[config.mk]
export PLATFORM = sky130hd
export DESIGN_NAME = serial_add_ctrl_flat
export DESIGN_NICKNAME = d
export VERILOG_FILES = /design/src/rtl/serial_add_ctrl_if.sv /design/src/rtl/serial_add_ctrl.sv /design/src/flat_wrapper.sv
export SDC_FILE = /design/constraint.sdc
export NUM_CORES = 1
export LEC_CHECK = 0
export ABC_CLOCK_PERIOD_IN_PS = 2150
export CAP_MARGIN = 20
export CORE_ASPECT_RATIO = 1.2
export CORE_UTILIZATION = 54
export DETAILED_ROUTE_END_ITERATION = 16
export PLACE_DENSITY_LB_ADDON = 0.08
export REMOVE_ABC_BUFFERS = 1
export SYNTH_ARGS = -nofsm -noshare
export SYNTH_HDL_FRONTEND = slang
export SYNTH_SLANG_ARGS = --single-unit
[constraint.sdc]
create_clock -name clk -period 2.15 [get_ports clk]
set_input_delay 0.43 -clock clk [delete_from_list [all_inputs] [get_ports clk]]
set_output_delay 0.43 -clock clk [all_outputs]
set_load 0.02 [all_outputs]
[src/rtl/serial_add_ctrl_if.sv]
// Start/busy/done handshake bundle for the bit-serial adder controller.
// The sub request line exists only when SERIAL_ADD_SUB_EN is defined.
interface serial_add_ctrl_if #(
  parameter int WIDTH = 8
);
  logic             start;
  logic [WIDTH-1:0] a;
  logic [WIDTH-1:0] b;
  logic             cin;
`ifdef SERIAL_ADD_SUB_EN
  logic             sub;
`endif
  logic             busy;
  logic             done;
  logic [WIDTH-1:0] sum;
  logic             cout;

`ifdef SERIAL_ADD_SUB_EN
  modport master (output start, a, b, cin, sub, input busy, done, sum, cout);
  modport slave  (input start, a, b, cin, sub, output busy, done, sum, cout);
`else
  modport master (output start, a, b, cin, input busy, done, sum, cout);
  modport slave  (input start, a, b, cin, output busy, done, sum, cout);
`endif
endinterface

[src/rtl/serial_add_ctrl.sv]
// Bit-serial adder: one 1-bit full-adder cell stepped LSB first over WIDTH bits.
// Optional subtract mode (a - b) is enabled by defining SERIAL_ADD_SUB_EN.
module fa_cell (
  input  logic a,
  input  logic b,
  input  logic c,
  output logic sum,
  output logic cout
);
  assign sum  = a ^ b ^ c;
  assign cout = (a & b) | (a & c) | (b & c);
endmodule

module serial_add_ctrl #(
  parameter int WIDTH = 8
) (
  input  logic              clk,
  input  logic              rst,
  serial_add_ctrl_if.slave  bus
);
  localparam int CW = $clog2(WIDTH);

  typedef enum logic [1:0] {IDLE, RUN, DONE} state_t;

  state_t           state_reg;
  logic [WIDTH-1:0] sa_reg;
  logic [WIDTH-1:0] sb_reg;
  logic             c_reg;
  logic [CW-1:0]    cnt_reg;
  logic [WIDTH-1:0] sum_reg;
  logic             cout_reg;
  logic             busy_reg;
  logic             done_reg;

  logic             fa_sum;
  logic             fa_cout;
  logic [WIDTH-1:0] sb_load;
  logic             c_load;

  fa_cell u_fa (
    .a    (sa_reg[0]),
    .b    (sb_reg[0]),
    .c    (c_reg),
    .sum  (fa_sum),
    .cout (fa_cout)
  );

`ifdef SERIAL_ADD_SUB_EN
  // Subtraction is a + ~b + 1, so the adder cell itself is unchanged.
  assign sb_load = bus.sub ? ~bus.b : bus.b;
  assign c_load  = bus.sub ? 1'b1 : bus.cin;
`else
  assign sb_load = bus.b;
  assign c_load  = bus.cin;
`endif

  always_ff @(posedge clk) begin
    if (rst) begin
      state_reg <= IDLE;
      sa_reg    <= '0;
      sb_reg    <= '0;
      c_reg     <= 1'b0;
      cnt_reg   <= '0;
      sum_reg   <= '0;
      cout_reg  <= 1'b0;
      busy_reg  <= 1'b0;
      done_reg  <= 1'b0;
    end else begin
      case (state_reg)
        IDLE: begin
          done_reg <= 1'b0;
          if (bus.start) begin
            sa_reg    <= bus.a;
            sb_reg    <= sb_load;
            c_reg     <= c_load;
            cnt_reg   <= '0;
            busy_reg  <= 1'b1;
            state_reg <= RUN;
          end
        end
        RUN: begin
          // Result bits enter at the MSB so after WIDTH steps bit 0 lands at sum[0].
          sa_reg  <= sa_reg >> 1;
          sb_reg  <= sb_reg >> 1;
          sum_reg <= {fa_sum, sum_reg[WIDTH-1:1]};
          c_reg   <= fa_cout;
          cnt_reg <= cnt_reg + 1'b1;
          if (cnt_reg == CW'(WIDTH - 1)) begin
            cout_reg  <= fa_cout;
            busy_reg  <= 1'b0;
            done_reg  <= 1'b1;
            state_reg <= DONE;
          end
        end
        DONE: begin
          done_reg  <= 1'b0;
          state_reg <= IDLE;
        end
        default: begin
          busy_reg  <= 1'b0;
          done_reg  <= 1'b0;
          state_reg <= IDLE;
        end
      endcase
    end
  end

  assign bus.busy = busy_reg;
  assign bus.done = done_reg;
  assign bus.sum  = sum_reg;
  assign bus.cout = cout_reg;
endmodule

[src/flat_wrapper.sv]
// flat-port wrapper written by rule: the top's interface ports become plain ports
module serial_add_ctrl_flat 
#(
  parameter int WIDTH = 8
)
  (clk, rst, bus_start, bus_a, bus_b, bus_cin, bus_busy, bus_done, bus_sum, bus_cout);
  serial_add_ctrl_if #(.WIDTH(WIDTH)) bus_i ();
  input  logic clk;
  input  logic rst;
  input wire logic [$bits(bus_i.start)-1:0] bus_start;
  input wire logic [$bits(bus_i.a)-1:0] bus_a;
  input wire logic [$bits(bus_i.b)-1:0] bus_b;
  input wire logic [$bits(bus_i.cin)-1:0] bus_cin;
  output wire logic [$bits(bus_i.busy)-1:0] bus_busy;
  output wire logic [$bits(bus_i.done)-1:0] bus_done;
  output wire logic [$bits(bus_i.sum)-1:0] bus_sum;
  output wire logic [$bits(bus_i.cout)-1:0] bus_cout;
  assign bus_i.start = bus_start;
  assign bus_i.a = bus_a;
  assign bus_i.b = bus_b;
  assign bus_i.cin = bus_cin;
  assign bus_busy = bus_i.busy;
  assign bus_done = bus_i.done;
  assign bus_sum = bus_i.sum;
  assign bus_cout = bus_i.cout;
  serial_add_ctrl #(.WIDTH(WIDTH)) u_core (.clk(clk), .rst(rst), .bus(bus_i));
endmodule
; ---- After elaboration in Yosys (flattened, before gate mapping)
; Cells that the tools add are included.
[word_totals]
in_bits = 20
word_cells = 45
register_bits = 33
[classes]
mux = 14
n_reduce_logical = 7
n_addsub = 1
eq_ne = 5
n_bitwise = 9
[ops]
columns = cell, n
row1 = $pmux W8 S2, 2
row2 = $mux W8, 2
row3 = $pmux W3 S2, 1
row4 = $reduce_and A2 Y1, 3
row5 = $mux W2, 2
row6 = $pmux W2 S2, 1
row7 = $add A3 B1 Y3 const B, 1
row8 = $and A1 B1 Y1, 3
row9 = $eq A3 B3 Y1 const B, 1
row10 = $mux W1, 3
row11 = $mux W3, 1
row12 = $pmux W1 S3, 1
row13 = $reduce_and A3 Y1, 1
row14 = $eq A2 B1 Y1 const B, 1
row15 = $eq A2 B2 Y1 const B, 1
row16 = $logic_not A2 Y1, 1
row17 = $ne A2 B1 Y1 const B, 1
row18 = $ne A2 B2 Y1 const B, 1
row19 = $not A1 Y1, 2
row20 = $or A1 B1 Y1, 2
row21 = $pmux W1 S2, 1
row22 = $reduce_bool A2 Y1, 1
row23 = $reduce_or A2 Y1, 1
row24 = $xor A1 B1 Y1, 2

; ---- Depth between registers and ports, before layout
[depth]
word_depth = 4
mapped_depth = 5
depth_no_buf = 5

; ---- Modules after synthesis
; A second synthesis with hierarchy kept.
[hier_totals]
hier_cells = 147
hier_area_um2 = 1397.6
[by_module_without_submodules]
columns = module, area_each_um2, instances, cells_per_inst
row1 = serial_add_ctrl, 1377.6, 1, 146
row2 = fa_cell, 20.0, 1, 1

; ---- Worst setup path before layout
; No wires, ideal clock.
[synth_timing]
kind = in2reg
from = input rst
to = register u_core.c_reg
t_arrival_ns = 1.049
stages = 3
required_ns = 2.004
path_slack_ns = 0.955
setup_time_ns = 0.146
n_path_buf = 2
path_cell_list = buf_2 buf_1 a211oi_2
[synth_rtl]
columns = element, line_no
row1 = from (decl), flat_wrapper.sv:9  ; input logic rst;
row2 = to (signal assigned), serial_add_ctrl.sv:75  ; c_reg <= c_load;
row3 = to (signal assigned), serial_add_ctrl.sv:86  ; c_reg <= fa_cout;
row4 = to (decl), serial_add_ctrl.sv:28  ; logic c_reg;
; No word-level cell between the ends.

; ---- Worst setup path after layout
[layout_timing]
from = register u_core.sum_reg[3], in the netlist u_core.bus.sum[3]
to = output bus_sum[3]
[layout_rtl]
columns = element, line_no
row1 = from (decl), serial_add_ctrl.sv:30  ; logic [WIDTH-1:0] sum_reg;
row2 = from (signal assigned), serial_add_ctrl.sv:85  ; sum_reg <= {fa_sum, sum_reg[WIDTH-1:1]};
row3 = to (decl), flat_wrapper.sv:16  ; output wire logic [$bits(bus_i.sum)-1:0] bus_sum;
; No word-level cell between the ends.

==> implementation parameters <==
Parameter                              Value

Job
  Number of violations of the max-capacitance limit ... 0

CTS
  Num CTS Buffers ... 5
  Buffer depth of the longest clock path ... 2
  Worst-path clk slew ... 0.09 ns
  Clock H-tree levels ... 2
  Clock Root Buffer ... clkbuf_4
  Number of hold buffers added after cts ... 0
  CTS tree ... built
  PostCTS Resize Cnt ... 0
  Clk_lat worst skew ... 0.33 ns
  Count of buffers added by post-CTS timing repair for setup ... 0
  CTS Sinks ... 33

Timing
  Final cycle utilization of the critical path ... 0.8130
  RSZ-0062 raised after global routing ... false
  Peak Freq ... 0.5721 GHz
  Final Hold Violating Endpoints ... 0
  Worst slew pin tran ... 0.4034 ns
  Relative slew margins ... 0.7311
  Fin crit period ... 1.748 ns
  Setup total negative slack ... 0 ns
  Max Clock Skew ... 0.006391 ns
  Final number of setup-violating endpoints ... 0
  Number of max-slew violations in the final report ... 0

Power
  Worst VDD drop ... 0.0005835 V
  Leakage ... 0.6841 nW
  Power density normalized to cell area ... 655.2 nW/um^2

Critical path
  Crit path to ... bus_sum[3]
  CP startpoint kind ... flop
  Worst r2r dst ... u_core.sa_reg[4]
  Data required time of the worst path ... 1.72 ns
  Buffering stage count on the worst path with inverters included ... 1
  List of cells traversed by the critical path ... clkdlybuf4s50_1
  Register-to-register path setup slack ... 0.74 ns
  R2r worst-path depth ... 5
  Critical Path Max Stage Delay ... 0.62 ns
  Slowest cell on the critical path ... clkdlybuf4s50_1
  Startpoint of the most critical setup path ... u_core.bus.sum[3]
  Top delay family on crit path ... buffers and inverters
  Endpoint class of the critical path ... output pin
  Arrival time worst endpoint ... 1.32 ns
  Critical path type ... flop to output pin
  CP Max Fanout ... 3
  Number of gates on the worst path with buffers counted ... 1
  Crit Reg-Reg Startpoint ... u_core.state_reg[0]

Floorplan
  Top Ports ... 31
  Standard-cell row count ... 20
  Core area ... 2603 um^2
  Initial cell density of the core ... 0.5885
  Width of the die ... 50.62 um
  Die Ht ... 60.34 um
  Floorplan die area ... 3054 um^2

Place
  Port Buffers ... 30
  DP Cell Count ... 204
  HPWL after detailed placement ... 1.880 mm
  Placer's final routability congestion estimate ... 0.7173

Status
  Status ... finished clean

Synth
  EDFF count, synth ... 0
  Share of synthesized area occupied by flip-flops and latches ... 0.4314
  Total standard cell area after synthesis ... 1531 um^2
  Cell count after synthesis ... 148
  Yosys reg bits ... 33
  Count leader, synth ... dfxtp_1
  Post-synth top flop ... dfxtp_1
  Library cell with the largest summed area after synthesis ... dfxtp_1
  Most area-consuming cells after synthesis ... dfxtp_1 (43%), a211oi_2 (12%), mux2i_1 (11%), nor2_2 (6.1%), nand2_1 (3.9%)
  Post-synthesis async set-or-reset flop share ... 0
  Area fraction of the dominant cell type after synthesis ... 0.4314
  Post-synth top cells ... dfxtp_1 (33), mux2i_1 (17), nand2_1 (16), a211oi_2 (15), nor2_2 (15)
  Distinct cell type count after synthesis ... 27
  Syn Area/Cell ... 10.35 um^2
  Warnings from Yosys ... 0

Final layout
  Non-filler instance count after layout ... 211
  Sequential standard cell area ... 660.6 um^2
  Combined area of the multi-input logic cells ... 757.0 um^2
  Fill cell count ... 221
  Layout cells sized above 1 ... 0.2360
  NumNets Final ... 201
  Area Growth Syn to Fin ... 22.22%
  Count of antenna diodes in the layout ... 0

GRT
  Global-route congestion overflow total ... 0
  First-pass GRT wire length ... 4.657 mm
  Antenna violations before repair ... 0
  Overall track demand over capacity in global routing ... 0.2069
  Maximum number of pins on one net before global-route repair ... 31
  Via count of the first global-routing pass ... 1,138

Detailed routing
  Detailed-route DRC error count ... 0
  Remaining antenna violation count after routing ... 0
  1st-pass router iterations ... 4
  Length of routed met2 wiring ... 1.346 mm
  Detailed route wirelength on metal3 ... 163 um
  Highest routed metal layer ... met4
  Via count ... 1,139
  Wire length after detailed routing ... 2.710 mm
  Average detailed-routed wire length per instance ... 12.84 um
  DRC marker count from the first detailed-route iteration ... 7
  Ratio of routed vias to standard cells ... 5.398
  Met1 wire length ... 1.148 mm

Min path
  Worst min-delay path class ... flop to flop
  Startpoint of the lowest-slack hold path ... u_core.bus.sum[0]
cells by family (layout without fill, tap and decap cells):
kind of cell             count (synthesis)  in the layout  share of synthesized area
AND/OR/NAND/NOR                         46             46                     0.1511
AO/OA/AOI/OAI                           35             35                     0.2026
buffers and inverters                   14             44                    0.07435
multiplexers                            17             17                     0.1111
flip-flops                              33             33                     0.4314
adder cells (fa/ha/maj)                  3              3                    0.02941
stage by stage:
step	cell area (um^2)	hold WS, ns	utilization	worst slack (ns)	power (mW)
floorplan	1425	0.4473	-	0.3770	0.8059
global placement	1817	0.4461	0.6981	0.5028	0.8901
detailed placement	1817	0.4492	0.6981	0.4481	0.8982
CTS	1872	0.4658	0.7192	0.3918	1.241
global route	1872	0.5001	0.7192	0.3445	1.288
finish	1872	0.4653	0.7192	0.4021	1.226
worst min-delay path by stage:
stage	to	slack (ns)	cells after the start
2_1_floorplan	u_core.sa_reg[7]	0.45	2
3_3_place_gp	u_core.bus.sum[0]	0.45	2
3_5_place_dp	u_core.bus.sum[0]	0.45	2
4_1_cts	u_core.bus.sum[0]	0.47	2
5_1_grt	u_core.bus.sum[4]	0.50	2
6_report	u_core.bus.sum[0]	0.47	2
metal layers:
layer | track usage | vias to the layer above
met5 | 0 | -
met4 | 0.09524 | 0
met3 | 0.07268 | 6
met2 | 0.3676 | 26
met1 | 0.2222 | 536
li1 | - | 571
cell type report:
cell class,instances,area share
timing repair buffer,35,0.1872
clock buffer,7,0.02941
sequential,33,0.3529
multi-input combinational,101,0.4044
tap,33,0.02206
inverter,2,0.004011
power breakdown:
group | switching, mW | internal, mW
logic | 0.101 | 0.109
registers | 0.0261 | 0.647
clock network | 0.189 | 0.154
total | 0.317 | 0.909
placed cells by master (no fill, tap or decap):
cell type / count
buf_4: 4
clkdlybuf4s50_1: 30
o41ai_1: 1
inv_1: 2
a22oi_1: 2
nor2_2: 15
clkbuf_8: 1
a211oi_2: 15
nand2b_1: 1
ha_1: 2
mux2i_1: 17
clkbuf_1: 1
clkbuf_4: 5
nor2_1: 6
nand3b_1: 2
o21ai_0: 4
nor2b_1: 1
nand3_1: 1
fa_1: 1
o21bai_1: 1
dfxtp_1: 33
o21ba_4: 1
and2b_1: 1
a21oi_1: 11
buf_12: 1
nand2_1: 16
nor3_1: 3
(Power assumes the default switching activity.)
